[src/rtl/mgr_stack_up_rx_pkg.sv]
// Shared stack-up interface definitions for the manager-side receiver.
// Holds the framing (cntl) codes, type codes, default bus widths and the receiver FSM states.
package mgr_stack_up_rx_pkg;

  localparam int unsigned StackUpDataW = 32;
  localparam int unsigned StackUpOobW  = 16;
  localparam int unsigned StackUpTypeW = 2;
  localparam int unsigned StackUpCntlW = 2;

  // Framing codes carried on the cntl field.
  typedef enum logic [1:0] {
    CntlMom    = 2'b00,
    CntlSom    = 2'b01,
    CntlEom    = 2'b10,
    CntlSomEom = 2'b11
  } stu_cntl_e;

  // Type codes: bit 1 selects data/control, bit 0 selects vector/scalar.
  typedef enum logic [1:0] {
    TypeCtrlScalar = 2'b00,
    TypeCtrlVector = 2'b01,
    TypeDataScalar = 2'b10,
    TypeDataVector = 2'b11
  } stu_type_e;

  // Input-side framing FSM.
  typedef enum logic [1:0] {
    StIdle  = 2'b00,
    StInPkt = 2'b01,
    StDrop  = 2'b10
  } rx_state_e;

  // True for any code that closes a packet.
  function automatic logic is_eom(stu_cntl_e c);
    return (c == CntlEom) || (c == CntlSomEom);
  endfunction

endpackage

[src/rtl/mgr_stu_rx_fifo.sv]
// Synchronous show-ahead FIFO. The head entry is presented on rdata_o whenever valid_o is high;
// a pop advances to the next entry at the following clock edge. There is no write-to-read bypass,
// so a pushed entry is visible one edge after the push.
// Ports:
//   clk_i, rst_i      clock, asynchronous active-high reset (clears contents and pointers)
//   push_i, wdata_i   write an entry (ignored when full)
//   pop_i             drop the head entry (ignored when empty)
//   rdata_o, valid_o  head entry and its valid flag
//   count_o           number of stored entries
module mgr_stu_rx_fifo #(
  parameter int unsigned Width = 8,
  parameter int unsigned Depth = 8
) (
  input  logic                     clk_i,
  input  logic                     rst_i,
  input  logic                     push_i,
  input  logic [Width-1:0]         wdata_i,
  input  logic                     pop_i,
  output logic [Width-1:0]         rdata_o,
  output logic                     valid_o,
  output logic [$clog2(Depth):0]   count_o
);

  localparam int unsigned PtrW = $clog2(Depth);
  localparam int unsigned CntW = PtrW + 1;

  logic [Width-1:0] mem_q [Depth];
  logic [PtrW-1:0]  wptr_q, rptr_q;
  logic [CntW-1:0]  count_q;
  logic             push_ok, pop_ok;

  assign push_ok = push_i && (count_q != CntW'(Depth));
  assign pop_ok  = pop_i && (count_q != '0);

  always_ff @(posedge clk_i or posedge rst_i) begin
    if (rst_i) begin
      for (int i = 0; i < Depth; i++) begin
        mem_q[i] <= '0;
      end
      wptr_q  <= '0;
      rptr_q  <= '0;
      count_q <= '0;
    end else begin
      if (push_ok) begin
        mem_q[wptr_q] <= wdata_i;
        wptr_q        <= wptr_q + 1'b1;
      end
      if (pop_ok) begin
        rptr_q <= rptr_q + 1'b1;
      end
      if (push_ok && !pop_ok) begin
        count_q <= count_q + 1'b1;
      end else if (!push_ok && pop_ok) begin
        count_q <= count_q - 1'b1;
      end
    end
  end

  assign rdata_o = mem_q[rptr_q];
  assign valid_o = (count_q != '0);
  assign count_o = count_q;

endmodule

[src/rtl/mgr_stack_up_rx.sv]
// Manager-side receiver for one PE's upstream stack bus. Accepts valid/ready beats, checks
// SOM/MOM/EOM framing and packet length, repairs broken packets by rewriting cntl to EOM,
// drops orphan beats, and buffers written beats in a show-ahead FIFO for manager logic.
// Ports:
//   clk, reset_poweron         clock, asynchronous active-high reset
//   pe__stu__*                 PE-side beat (valid, cntl, type, data, oob_data)
//   stu__pe__ready             registered ready back to the PE
//   stu__mgr__*                FIFO head (valid, repaired cntl, type, data, oob_data)
//   mgr__stu__ready            manager pops the head when valid & ready
//   stu__mgr__frm_err          sticky framing/length error
//   mgr__stu__err_clr          clears frm_err (a simultaneous new error wins)
// Optional build macro MGR_STU_RX_STATS_EN adds stu__mgr__pkt_cnt and stu__mgr__drop_cnt,
// 16-bit saturating counters of packet-closing beats written and of beats dropped.
module mgr_stack_up_rx
  import mgr_stack_up_rx_pkg::*;
#(
  parameter int unsigned DATA_W      = StackUpDataW,
  parameter int unsigned OOB_W       = StackUpOobW,
  parameter int unsigned TYPE_W      = StackUpTypeW,
  parameter int unsigned DEPTH       = 8,
  parameter int unsigned MAX_PKT_LEN = 16
) (
  input  logic              clk,
  input  logic              reset_poweron,
  input  logic              pe__stu__valid,
  input  logic [1:0]        pe__stu__cntl,
  input  logic [TYPE_W-1:0] pe__stu__type,
  input  logic [DATA_W-1:0] pe__stu__data,
  input  logic [OOB_W-1:0]  pe__stu__oob_data,
  output logic              stu__pe__ready,
  output logic              stu__mgr__valid,
  output logic [1:0]        stu__mgr__cntl,
  output logic [TYPE_W-1:0] stu__mgr__type,
  output logic [DATA_W-1:0] stu__mgr__data,
  output logic [OOB_W-1:0]  stu__mgr__oob_data,
  input  logic              mgr__stu__ready,
  output logic              stu__mgr__frm_err,
`ifdef MGR_STU_RX_STATS_EN
  output logic [15:0]       stu__mgr__pkt_cnt,
  output logic [15:0]       stu__mgr__drop_cnt,
`endif
  input  logic              mgr__stu__err_clr
);

  localparam int unsigned EntryW = StackUpCntlW + TYPE_W + DATA_W + OOB_W;
  localparam int unsigned CntW   = $clog2(DEPTH) + 1;
  localparam int unsigned LenW   = $clog2(MAX_PKT_LEN) + 1;
  localparam logic [LenW-1:0] LenLast = LenW'(MAX_PKT_LEN - 1);

  rx_state_e       state_q, state_d;
  logic [LenW-1:0] len_q, len_d;
  logic            ready_q, ready_d;
  logic            err_q, err_d;

  stu_cntl_e       in_cntl, wr_cntl;
  logic            xfer, beat_write, beat_drop, err_set;

  logic              fifo_push, fifo_pop, fifo_valid;
  logic [EntryW-1:0] fifo_rdata;
  logic [CntW-1:0]   fifo_count, count_nxt;

  assign in_cntl = stu_cntl_e'(pe__stu__cntl);
  assign xfer    = pe__stu__valid && ready_q;

  // Framing FSM: decides per accepted beat whether it is written (and with which cntl) or dropped.
  always_comb begin
    state_d    = state_q;
    len_d      = len_q;
    beat_write = 1'b0;
    beat_drop  = 1'b0;
    err_set    = 1'b0;
    wr_cntl    = in_cntl;
    if (xfer) begin
      case (state_q)
        StIdle: begin
          case (in_cntl)
            CntlSom: begin
              beat_write = 1'b1;
              len_d      = LenW'(1);
              state_d    = StInPkt;
            end
            CntlSomEom: beat_write = 1'b1;
            default: begin
              beat_drop = 1'b1;
              err_set   = 1'b1;
            end
          endcase
        end
        StInPkt: begin
          beat_write = 1'b1;
          if (in_cntl == CntlEom) begin
            state_d = StIdle;
          end else if ((in_cntl == CntlMom) && (len_q != LenLast)) begin
            len_d = len_q + 1'b1;
          end else begin
            // Unexpected SOM or over-long packet: close the packet here and resync on next SOM.
            wr_cntl = CntlEom;
            err_set = 1'b1;
            state_d = StDrop;
          end
        end
        StDrop: begin
          case (in_cntl)
            CntlMom: beat_drop = 1'b1;
            CntlEom: begin
              beat_drop = 1'b1;
              state_d   = StIdle;
            end
            CntlSom: begin
              beat_write = 1'b1;
              len_d      = LenW'(1);
              state_d    = StInPkt;
            end
            default: begin
              beat_write = 1'b1;
              state_d    = StIdle;
            end
          endcase
        end
        default: state_d = StIdle;
      endcase
    end
  end

  assign fifo_push = beat_write;
  assign fifo_pop  = mgr__stu__ready && fifo_valid;

  // Occupancy after this edge; ready is computed from it so the FIFO can never overflow.
  always_comb begin
    count_nxt = fifo_count;
    if (fifo_push && !fifo_pop) begin
      count_nxt = fifo_count + 1'b1;
    end else if (!fifo_push && fifo_pop) begin
      count_nxt = fifo_count - 1'b1;
    end
  end

  assign ready_d = (count_nxt < CntW'(DEPTH - 1));
  assign err_d   = err_set ? 1'b1 : (mgr__stu__err_clr ? 1'b0 : err_q);

  always_ff @(posedge clk or posedge reset_poweron) begin
    if (reset_poweron) begin
      state_q <= StIdle;
      len_q   <= '0;
      ready_q <= 1'b0;
      err_q   <= 1'b0;
    end else begin
      state_q <= state_d;
      len_q   <= len_d;
      ready_q <= ready_d;
      err_q   <= err_d;
    end
  end

  mgr_stu_rx_fifo #(
    .Width (EntryW),
    .Depth (DEPTH)
  ) u_fifo (
    .clk_i   (clk),
    .rst_i   (reset_poweron),
    .push_i  (fifo_push),
    .wdata_i ({wr_cntl, pe__stu__type, pe__stu__data, pe__stu__oob_data}),
    .pop_i   (fifo_pop),
    .rdata_o (fifo_rdata),
    .valid_o (fifo_valid),
    .count_o (fifo_count)
  );

  assign stu__pe__ready    = ready_q;
  assign stu__mgr__valid   = fifo_valid;
  assign stu__mgr__frm_err = err_q;
  assign {stu__mgr__cntl, stu__mgr__type, stu__mgr__data, stu__mgr__oob_data} = fifo_rdata;

`ifdef MGR_STU_RX_STATS_EN
  logic [15:0] pkt_cnt_q, drop_cnt_q;

  always_ff @(posedge clk or posedge reset_poweron) begin
    if (reset_poweron) begin
      pkt_cnt_q  <= '0;
      drop_cnt_q <= '0;
    end else begin
      if (fifo_push && is_eom(wr_cntl) && (pkt_cnt_q != 16'hFFFF)) begin
        pkt_cnt_q <= pkt_cnt_q + 16'd1;
      end
      if (beat_drop && (drop_cnt_q != 16'hFFFF)) begin
        drop_cnt_q <= drop_cnt_q + 16'd1;
      end
    end
  end

  assign stu__mgr__pkt_cnt  = pkt_cnt_q;
  assign stu__mgr__drop_cnt = drop_cnt_q;
`else
  logic unused_drop;
  assign unused_drop = beat_drop;
`endif

endmodule
[config.mk]
export PLATFORM = sky130hd
export DESIGN_NAME = mgr_stack_up_rx
export DESIGN_NICKNAME = d
export VERILOG_FILES = /design/src/rtl/mgr_stack_up_rx_pkg.sv /design/src/rtl/mgr_stu_rx_fifo.sv /design/src/rtl/mgr_stack_up_rx.sv
export SDC_FILE = /design/constraint.sdc
export NUM_CORES = 1
export LEC_CHECK = 0
export ABC_CLOCK_PERIOD_IN_PS = 18500
export BUFFER_PORTS_ARGS = -buffer_cell sky130_fd_sc_hd__buf_2
export CORE_ASPECT_RATIO = 0.6
export CORE_UTILIZATION = 55
export CTS_CLUSTER_DIAMETER = 60
export CTS_CLUSTER_SIZE = 28
export DETAILED_ROUTE_END_ITERATION = 16
export GPL_ROUTABILITY_DRIVEN = 1
export PLACE_DENSITY = 0.75
export SYNTH_ARGS = -nofsm -noshare
export SYNTH_HDL_FRONTEND = slang
export SYNTH_SLANG_ARGS = --single-unit
[constraint.sdc]
create_clock -name clk -period 18.5 [get_ports clk]
set_input_delay 2.775 -clock clk [delete_from_list [all_inputs] [get_ports clk]]
set_output_delay 2.775 -clock clk [all_outputs]
set_load 0.02 [all_outputs]
== Word-level counts from Yosys, hierarchy flattened ==
Cells that the tools add are included.
Operators by class
  add/sub/neg operators: 5
  magnitude comparators: 4
  equal/unequal tests: 13
  mux-type cells: 34
  bitwise operators: 2
  reduce and logical (&&, ||, !) cells: 25
Operator list (number)
  $bwmux W416: 1
  $bmux W52 S3: 1
  $demux W52 S3: 1
  $mux W52: 3
  $mux W4: 4
  $mux W5: 3
  $mux W2: 7
  $logic_and A1 B1 Y1: 10
  $pmux W5 S2: 1
  $mux W1: 9
  $ge A4 B4 Y1 const B: 2
  $ne A2 B2 Y1 const B: 4
  $not A3 Y4: 2
  $add A3 B1 Y3 const B: 2
  $eq A2 B2 Y1 const B: 3
  $pmux W2 S3: 1
  $reduce_bool A2 Y1: 3
  $reduce_or A2 Y1: 3
  $add A5 B1 Y5 const B: 1
  $ne A5 B4 Y1 const B: 1
  $reduce_and A5 Y1: 1
  $add A4 B1 Y4 const B: 1
  $eq A2 B1 Y1 const B: 2
  $logic_not A1 Y1: 4
  12 further kinds: 13
Word-level totals
  flip-flop bits (word level): 435
  input bits: 57
  output and inout port bits: 55
  word-level logic and storage cells: 98

== Depth between registers and ports, before layout ==
Gate-level depths: netlist of the first run.
  depth after elaboration: 10
  mapped depth: 9
  depth with buffers taken out: 9

== Hierarchy ==
A second synthesis of the first run with hierarchy kept.
Second synthesis, totals
  cells, all modules: 1200
  area total of the unflattened synthesis: 20736.1 um^2
By module, submodules not included
  mgr_stu_rx_fifo: instances 1, cells each 1126, area each 20064.2 um^2, sequential area each 10660.2 um^2
  mgr_stack_up_rx: instances 1, cells each 74, area each 671.9 um^2, sequential area each 225.2 um^2

== Worst setup path before layout of the first run ==
OpenSTA, ideal clock, no wires.
  kind: flip-flop to output port
  start: reg u_fifo.rptr_q[0]
  end: out stu__mgr__data[0]
  arrival: 1.922 ns
  required time: 15.725 ns
  setup slack: 13.803 ns
  stages on the path, launching flop included: 5
  path through: dfrtp_1 -> clkbuf_1 -> clkbuf_1 -> mux4_2 -> mux2_2
Between the ends
  longest elaborated chain between the ends: 4
RTL lines
  start: declaration: line mgr_stu_rx_fifo.sv:28  | logic [PtrW-1:0] wptr_q, rptr_q;
  start signal: assignment: line mgr_stu_rx_fifo.sv:49  | rptr_q <= rptr_q + 1'b1;
  $not A3 Y4 (implied by the code): line mgr_stu_rx_fifo.sv:59  | assign rdata_o = mem_q[rptr_q];
  $bmux W52 S3: line mgr_stu_rx_fifo.sv:59
  $mux W52 (implied by the code) (2 in series): line mgr_stu_rx_fifo.sv:59
  end: declaration: line mgr_stack_up_rx.sv:34  | output logic [DATA_W-1:0] stu__mgr__data,
No other way between the ends. The select of a mux whose other input is x is not followed.

== Worst setup path in the final report of the first run ==
  start: reg u_fifo.rptr_q[1]
  end: out stu__mgr__data[28]
Same word-level chain as after synthesis.

==> impl_metrics.ini, run 1 <==
[timing]
slew_headroom = 0.3134
finalHoldViolations = 0
setup_viol = 0
fmax_mhz = 161.0
slew_violations = 0
min_period_ns = 6.210
fin_tns_setup_ns = 0
rsz0062_at_grt = false
worstMarginPinSlew_ns = 1.030
fin_hold_ws_ns = 0.4879
period_share = 0.3357
fin_skew_ns = 0.01906

[grt]
grt_max_degree = 197
antenna_found_initial = 1
grt_pass1_vias = 11150
track_usage = 0.2310
grt_pass1_wl_mm = 65.57
gr-total-overflow = 0

[critical_path]
timing.rr.end = u_fifo.mem_q[211]
cp.required_ns = 15.73
setup.worst_path.end_class = primary output
cp_max_fo = 62
r2r-start = u_fifo.count_o[0]
rr_worst_depth = 9
start_kind = flip-flop
arrival_ns = 3.43
critPathKind = reg2out
regToRegSetupSlack_ns = 15.08

[routing]
wl_met1_mm = 19.71
drt-total-wl_mm = 40.38
drtAntennaViolNets = 0
highest_layer = met4
vias = 10600
met2_length_mm = 18.51
post_drt_via_cell_ratio = 6.077
wire_per_inst_um = 23.14
drc = 0
drtIter0Drc = 665
dr.pass1.iters = 5
wl_met3_mm = 1.700

[placed_design]
placed_area_sq_mm = 0.02058
placedCellCount = 1709
numPortBuffers = 111
detailed_place_hpwl_mm = 22.97
routabilityCongestion = 0.7281

[clock_tree]
clkTransAtPathRegs_ns = 0.09
cts_resized = 0
cts.htree.levels = 1
clk_latency_ns = 0.56
cts-root-buf = clkbuf_16
cts_setup_buffers = 0
cts_tree = yes
clock_sink_count = 435
cts_hold_buf = 0
cts_made_buffers = 23
cts_buffer_depth = 3

[synth]
synth-compound-area-share = 0.009476
synthAdderAreaFrac = 0.004452
yosysSeqAreaShare = 0.5533
synth_seq_cells = 435
synth_xor_area_frac = 0.004007
syn_avg_cell_area_sq_um = 16.50
synth-main-ff-cell = dfrtp_1
synth_cells = 1192
syn_nets = 1256
synth_edf_count = 0
ys_warn_count = 0
syn_area_sq_mm = 0.01967
synth_top_family_by_area = multiplexers
synthSimpleGateAreaFrac = 0.01730
ys_types = 47
synth_mux_area_frac = 0.3891
async_flop_share = 1.000

[hold_path]
hold_class = reg2reg
min_from = u_fifo.mem_q[248]
worstHoldPathCells = 1
hold_end = u_fifo.mem_q[248]

[finish]
layout.cells.non_filler = 1745
multi_input_area_sq_mm = 0.008379
finalInstanceArea_sq_mm = 0.02131
drive_gt1_frac = 0.5670
area_growth_pct = 8.293
fill_cells = 2640
final_net_count = 1331
utilization = 0.6073
seqCellArea_sq_mm = 0.01089

[floorplanning]
rows = 53
die_h_um = 148.5
die_w_um = 246.2
start_util = 0.5608
io_pins = 112
die_area_sq_mm = 0.03656
core_area_sq_mm = 0.03508

[pwr]
share_seq_of_total_power = 0.453
p_sw_w = 0.001189
p_int_w = 0.002400
leakagePower_nw = 9.970
vdd_ir_drop_max_v = 0.00009232
switching_share = 0.3313
power.density_mw_per_mm2 = 168.5
clkPwrFrac = 0.162
power_frac_comb = 0.385

[run]
cap_violations = 0

[status]
status = completed
logic make-up after synthesis:
| group | Yosys count |
|---|---|
| xor gates and xnor gates | 9 |
| and+or+nand+nor | 57 |
| muxes | 576 |
| buffers and inverters | 83 |
| AOI/OAI and AO/OA | 25 |
| adders and majority gates | 7 |
| DFF | 435 |
how the worst max path moves through the flow:
| stage | startpoint | end | slack (ns) | cells after the start |
|---|---|---|---|---|
| 2_1_floorplan | reset_poweron | len_q[0] | 3.61 | 1 |
| 3_3_place_gp | reset_poweron | u_fifo.rptr_q[1] | 12.20 | 5 |
| 3_5_place_dp | reset_poweron | u_fifo.rptr_q[0] | 12.08 | 5 |
| 4_1_cts | u_fifo.rptr_q[1] | stu__mgr__type[1] | 12.25 | 4 |
| 5_1_grt | u_fifo.rptr_q[0] | stu__mgr__data[8] | 12.13 | 4 |
| 6_report | u_fifo.rptr_q[1] | stu__mgr__data[28] | 12.29 | 4 |
stage by stage:
| stage | total power [W] | worst slack (ns) |
|---|---|---|
| 4_1_cts | 0.003624 | 12.25 |
| 5_1_grt | 0.003800 | 12.13 |
| 2_1_floorplan | 0.002672 | 3.608 |
| 6_report | 0.003589 | 12.29 |
| 3_5_place_dp | 0.003043 | 12.08 |
| 3_3_place_gp | 0.002989 | 12.20 |
routing by layer:
metal | vias to the layer above | track usage
met5 | - | 0
met2 | 179 | 0.3525
met3 | 29 | 0.03176
li1 | 4588 | -
met1 | 5808 | 0.3622
met4 | 0 | 0.03230
synthesized netlist by cell type (4+ instances only):
cell,n,area share
mux4_2,104,0.12
inv_1,5,0.00095
nand2b_1,6,0.0019
xor2_1,4,0.0018
buf_6,10,0.0057
mux2_2,443,0.25
nor2_1,5,0.00095
xnor2_1,5,0.0022
buf_1,8,0.0015
mux2_1,27,0.015
nor2b_1,5,0.0016
nand3_1,5,0.0013
dfrtp_1,435,0.55
nand2_1,17,0.0032
o21ai_0,9,0.0023
buf_2,39,0.0099
clkbuf_1,19,0.0036
ha_1,7,0.0045
area by class of cell:
class,instances,share of cell area
inverter,6,0.001468
multi-input combinational,674,0.3933
clock buffer,24,0.02719
sequential,435,0.5113
tap,467,0.02743
antenna,1,0.0001175
clock inverter,11,0.006871
timing repair buffer,127,0.03230
placed cells by master (no fill, tap or decap), types with 2 or more instances in the layout:
| master | count |
|---|---|
| mux4_2 | 104 |
| inv_16 | 2 |
| a21oi_1 | 2 |
| nor3_1 | 3 |
| nand3_1 | 4 |
| inv_1 | 4 |
| inv_12 | 2 |
| mux2_1 | 27 |
| dfrtp_1 | 432 |
| nor3b_4 | 2 |
| clkbuf_16 | 23 |
| ha_1 | 7 |
| nor3b_1 | 2 |
| dfrtp_4 | 2 |
| nand2b_1 | 6 |
| nand3b_1 | 3 |
| a22oi_1 | 2 |
| a211oi_1 | 2 |
| xor2_1 | 4 |
| nand2_1 | 16 |
| clkinvlp_4 | 2 |
| xnor2_1 | 5 |
| nand2_4 | 2 |
| o21ai_0 | 9 |
| buf_2 | 111 |
| nor2b_1 | 5 |
| nor2_1 | 5 |
| buf_4 | 15 |
| mux2_2 | 443 |
| mux2i_1 | 2 |
| inv_8 | 4 |
power groups by stage:
stage               sequential [W]  clock, W  combinational [W]
floorplan                  0.00150         0            0.00117
CTS                        0.00162  0.000594            0.00141
finish                     0.00163  0.000580            0.00138
global placement           0.00162         0            0.00137
global route               0.00168  0.000632            0.00149
detailed placement         0.00164         0            0.00140
state kept, by name, indices dropped and copies added (netlist names):
| name | flops |
|---|---|
| stu__mgr__frm_err | 1 |
| u_fifo.wptr_q | 3 |
| u_fifo.mem_q | 416 |
| u_fifo.rptr_q | 3 |
| state_q | 2 |
| len_q | 5 |
| stu__pe__ready | 1 |
| u_fifo.count_o | 4 |
critical path: stages (launching register included):
cell and delay, ns:
dfrtp_4 1.07, buf_4 0.71, mux4_2 0.58, mux2_2 0.30, buf_2 0.18
(Power assumes the default switching activity.)
==> inputs of run 2 (changes only) <==
--- a/config.mk
+++ b/config.mk
@@ -5,7 +5,7 @@
 export SDC_FILE = /design/constraint.sdc
 export NUM_CORES = 1
 export LEC_CHECK = 0
-export ABC_CLOCK_PERIOD_IN_PS = 18500
+export ABC_CLOCK_PERIOD_IN_PS = 6090
 export BUFFER_PORTS_ARGS = -buffer_cell sky130_fd_sc_hd__buf_2
 export CORE_ASPECT_RATIO = 0.6
 export CORE_UTILIZATION = 55
==> constraint.sdc (replaced) <==
create_clock -name clk -period 6.09 [get_ports clk]
set_input_delay 0.9135 -clock clk [delete_from_list [all_inputs] [get_ports clk]]
set_output_delay 0.9135 -clock clk [all_outputs]
set_load 0.02 [all_outputs]
==> impl_metrics.ini, run 2 (synthesis gave the netlist of run 1 again) <==
[clock_tree]
clock_sink_count = 435
clkTransAtPathRegs_ns = 0.11
cts.htree.levels = 1
cts_setup_buffers = 0
cts_resized = 0
cts-root-buf = clkbuf_16
cts_made_buffers = 23
cts_hold_buf = 0
cts_tree = yes
clk_latency_ns = 0.57
cts_buffer_depth = 3

[critical_path]
setup.worst_path.end_class = primary output
cp_max_fo = 63
arrival_ns = 3.27
critPathKind = reg2out
start_kind = flip-flop
cp.required_ns = 5.18

[finish]
layout_commonest_cell = mux2_2
regMostFlops = u_fifo.mem_q
largest_reg_flops = 416
drive_gt1_frac = 0.5655
layout.cells.non_filler = 1745
fill_cells = 2582
area_growth_pct = 8.490
final_cell_mix = mux2_2, dfrtp_1, buf_2
utilization = 0.6084
final_net_count = 1329
finalInstanceArea_sq_mm = 0.02134

[floorplanning]
die_w_um = 246.2
start_util = 0.5608
die_h_um = 148.5
io_pins = 112
die_area_sq_mm = 0.03656
rows = 53
core_area_sq_mm = 0.03508

[placed_design]
detailed_place_hpwl_mm = 23.03
placedCellCount = 1707
placed_area_sq_mm = 0.02061
numPortBuffers = 111
place_ws_ns = 2.469
routabilityCongestion = 0.7395

[routing]
vias = 10540
dr.pass1.iters = 4
post_drt_via_cell_ratio = 6.040
drc = 0
drtAntennaViolNets = 0
drtIter0Drc = 600
wire_per_inst_um = 23.17
drt-total-wl_mm = 40.44

[grt]
antenna_found_initial = 3
track_usage = 0.2335
gr-total-overflow = 0
grt_max_degree = 153
grt_pass1_wl_mm = 65.96
grt_pass1_vias = 11370

[timing]
period_share = 0.6874
rsz0062_at_grt = false
finalHoldViolations = 0
fin_tns_setup_ns = 0
worstMarginPinSlew_ns = 1.068
min_period_ns = 4.186
slew_headroom = 0.2881
setup_viol = 0
worst_slack_ns = 1.904
fin_skew_ns = 0.02974
fmax_mhz = 238.9
slew_violations = 0

[pwr]
p_int_w = 0.007304
clkPwrFrac = 0.161
share_seq_of_total_power = 0.454
power_frac_comb = 0.386
vdd_ir_drop_max_v = 0.0003382
p_sw_w = 0.003632
switching_share = 0.3321
leakagePower_nw = 9.975
power.density_mw_per_mm2 = 512.4

[hold_path]
hold_class = in2async

[status]
status = completed

[run]
cap_violations = 0
==> run 2: cell count changes in the layout (fill, tap and decap cells not counted), sizes merged <==
cell    previous run  this run
clkbuf            24        25
buf              127       125
inv               13        11
clkinv             2         3
diode              1         3
==> run 2: layer usage <==
metal	up-vias	GRT usage	share of wire
li1	4595	-	-
met3	36	0.03266	0.033
met1	5747	0.3577	0.49
met2	160	0.3638	0.46
met5	-	0	0.00030
met4	2	0.03758	0.013
==> run 2: power by group through the flow <==
stage               Clock (W)  Combinational, W  Sequential (W)
detailed placement          0           0.00426         0.00501
CTS                   0.00181           0.00428         0.00496
global placement            0           0.00413         0.00498
global route          0.00192           0.00455         0.00514
floorplan                   0           0.00355         0.00457
finish                0.00176           0.00422         0.00496
==> run 2: path summary, 6_finish.rpt <==
kind	start	endpoint	slack [ns]	depth (start not counted)
min in group clk	u_fifo.mem_q[254]	u_fifo.mem_q[254]	0.49	1
min	reset_poweron	u_fifo.mem_q[87]	0.39	2
max reg2reg	u_fifo.count_o[0]	u_fifo.mem_q[37]	3.12	9
max	u_fifo.rptr_q[0]	stu__mgr__data[10]	1.90	4
max in group asynchronous	reset_poweron	u_fifo.mem_q[71]	4.55	3
min reg2reg	u_fifo.mem_q[254]	u_fifo.mem_q[254]	0.49	1
==> run 2: final cells by class <==
cell class,instances,area (sq um),share of cell area
well taps,467,584.3,0.02738
clock buffers,25,583.1,0.02732
repair buffers,125,723.2,0.03388
diodes,3,7.507,0.0003517
inverters,6,27.53,0.001290
multi-input cells,674,8379,0.3926
flip-flops and latches,435,10890,0.5104
clock inverters,10,145.1,0.006800
==> run 2: stage by stage <==
stage | hold slack, ns | total power, W
finish | 0.3903 | 0.01094
global placement | 0.4628 | 0.009103
floorplan | 0.4498 | 0.008119
CTS | 0.3855 | 0.01105
global route | 0.4067 | 0.01160
detailed placement | 0.4705 | 0.009273
==> run 2: critical path: stages, from the launching register on <==
cell and delay (ns):
dfrtp_4 1.07, buf_12 0.49, mux4_2 0.57, mux2_2 0.29
buf_2 0.17
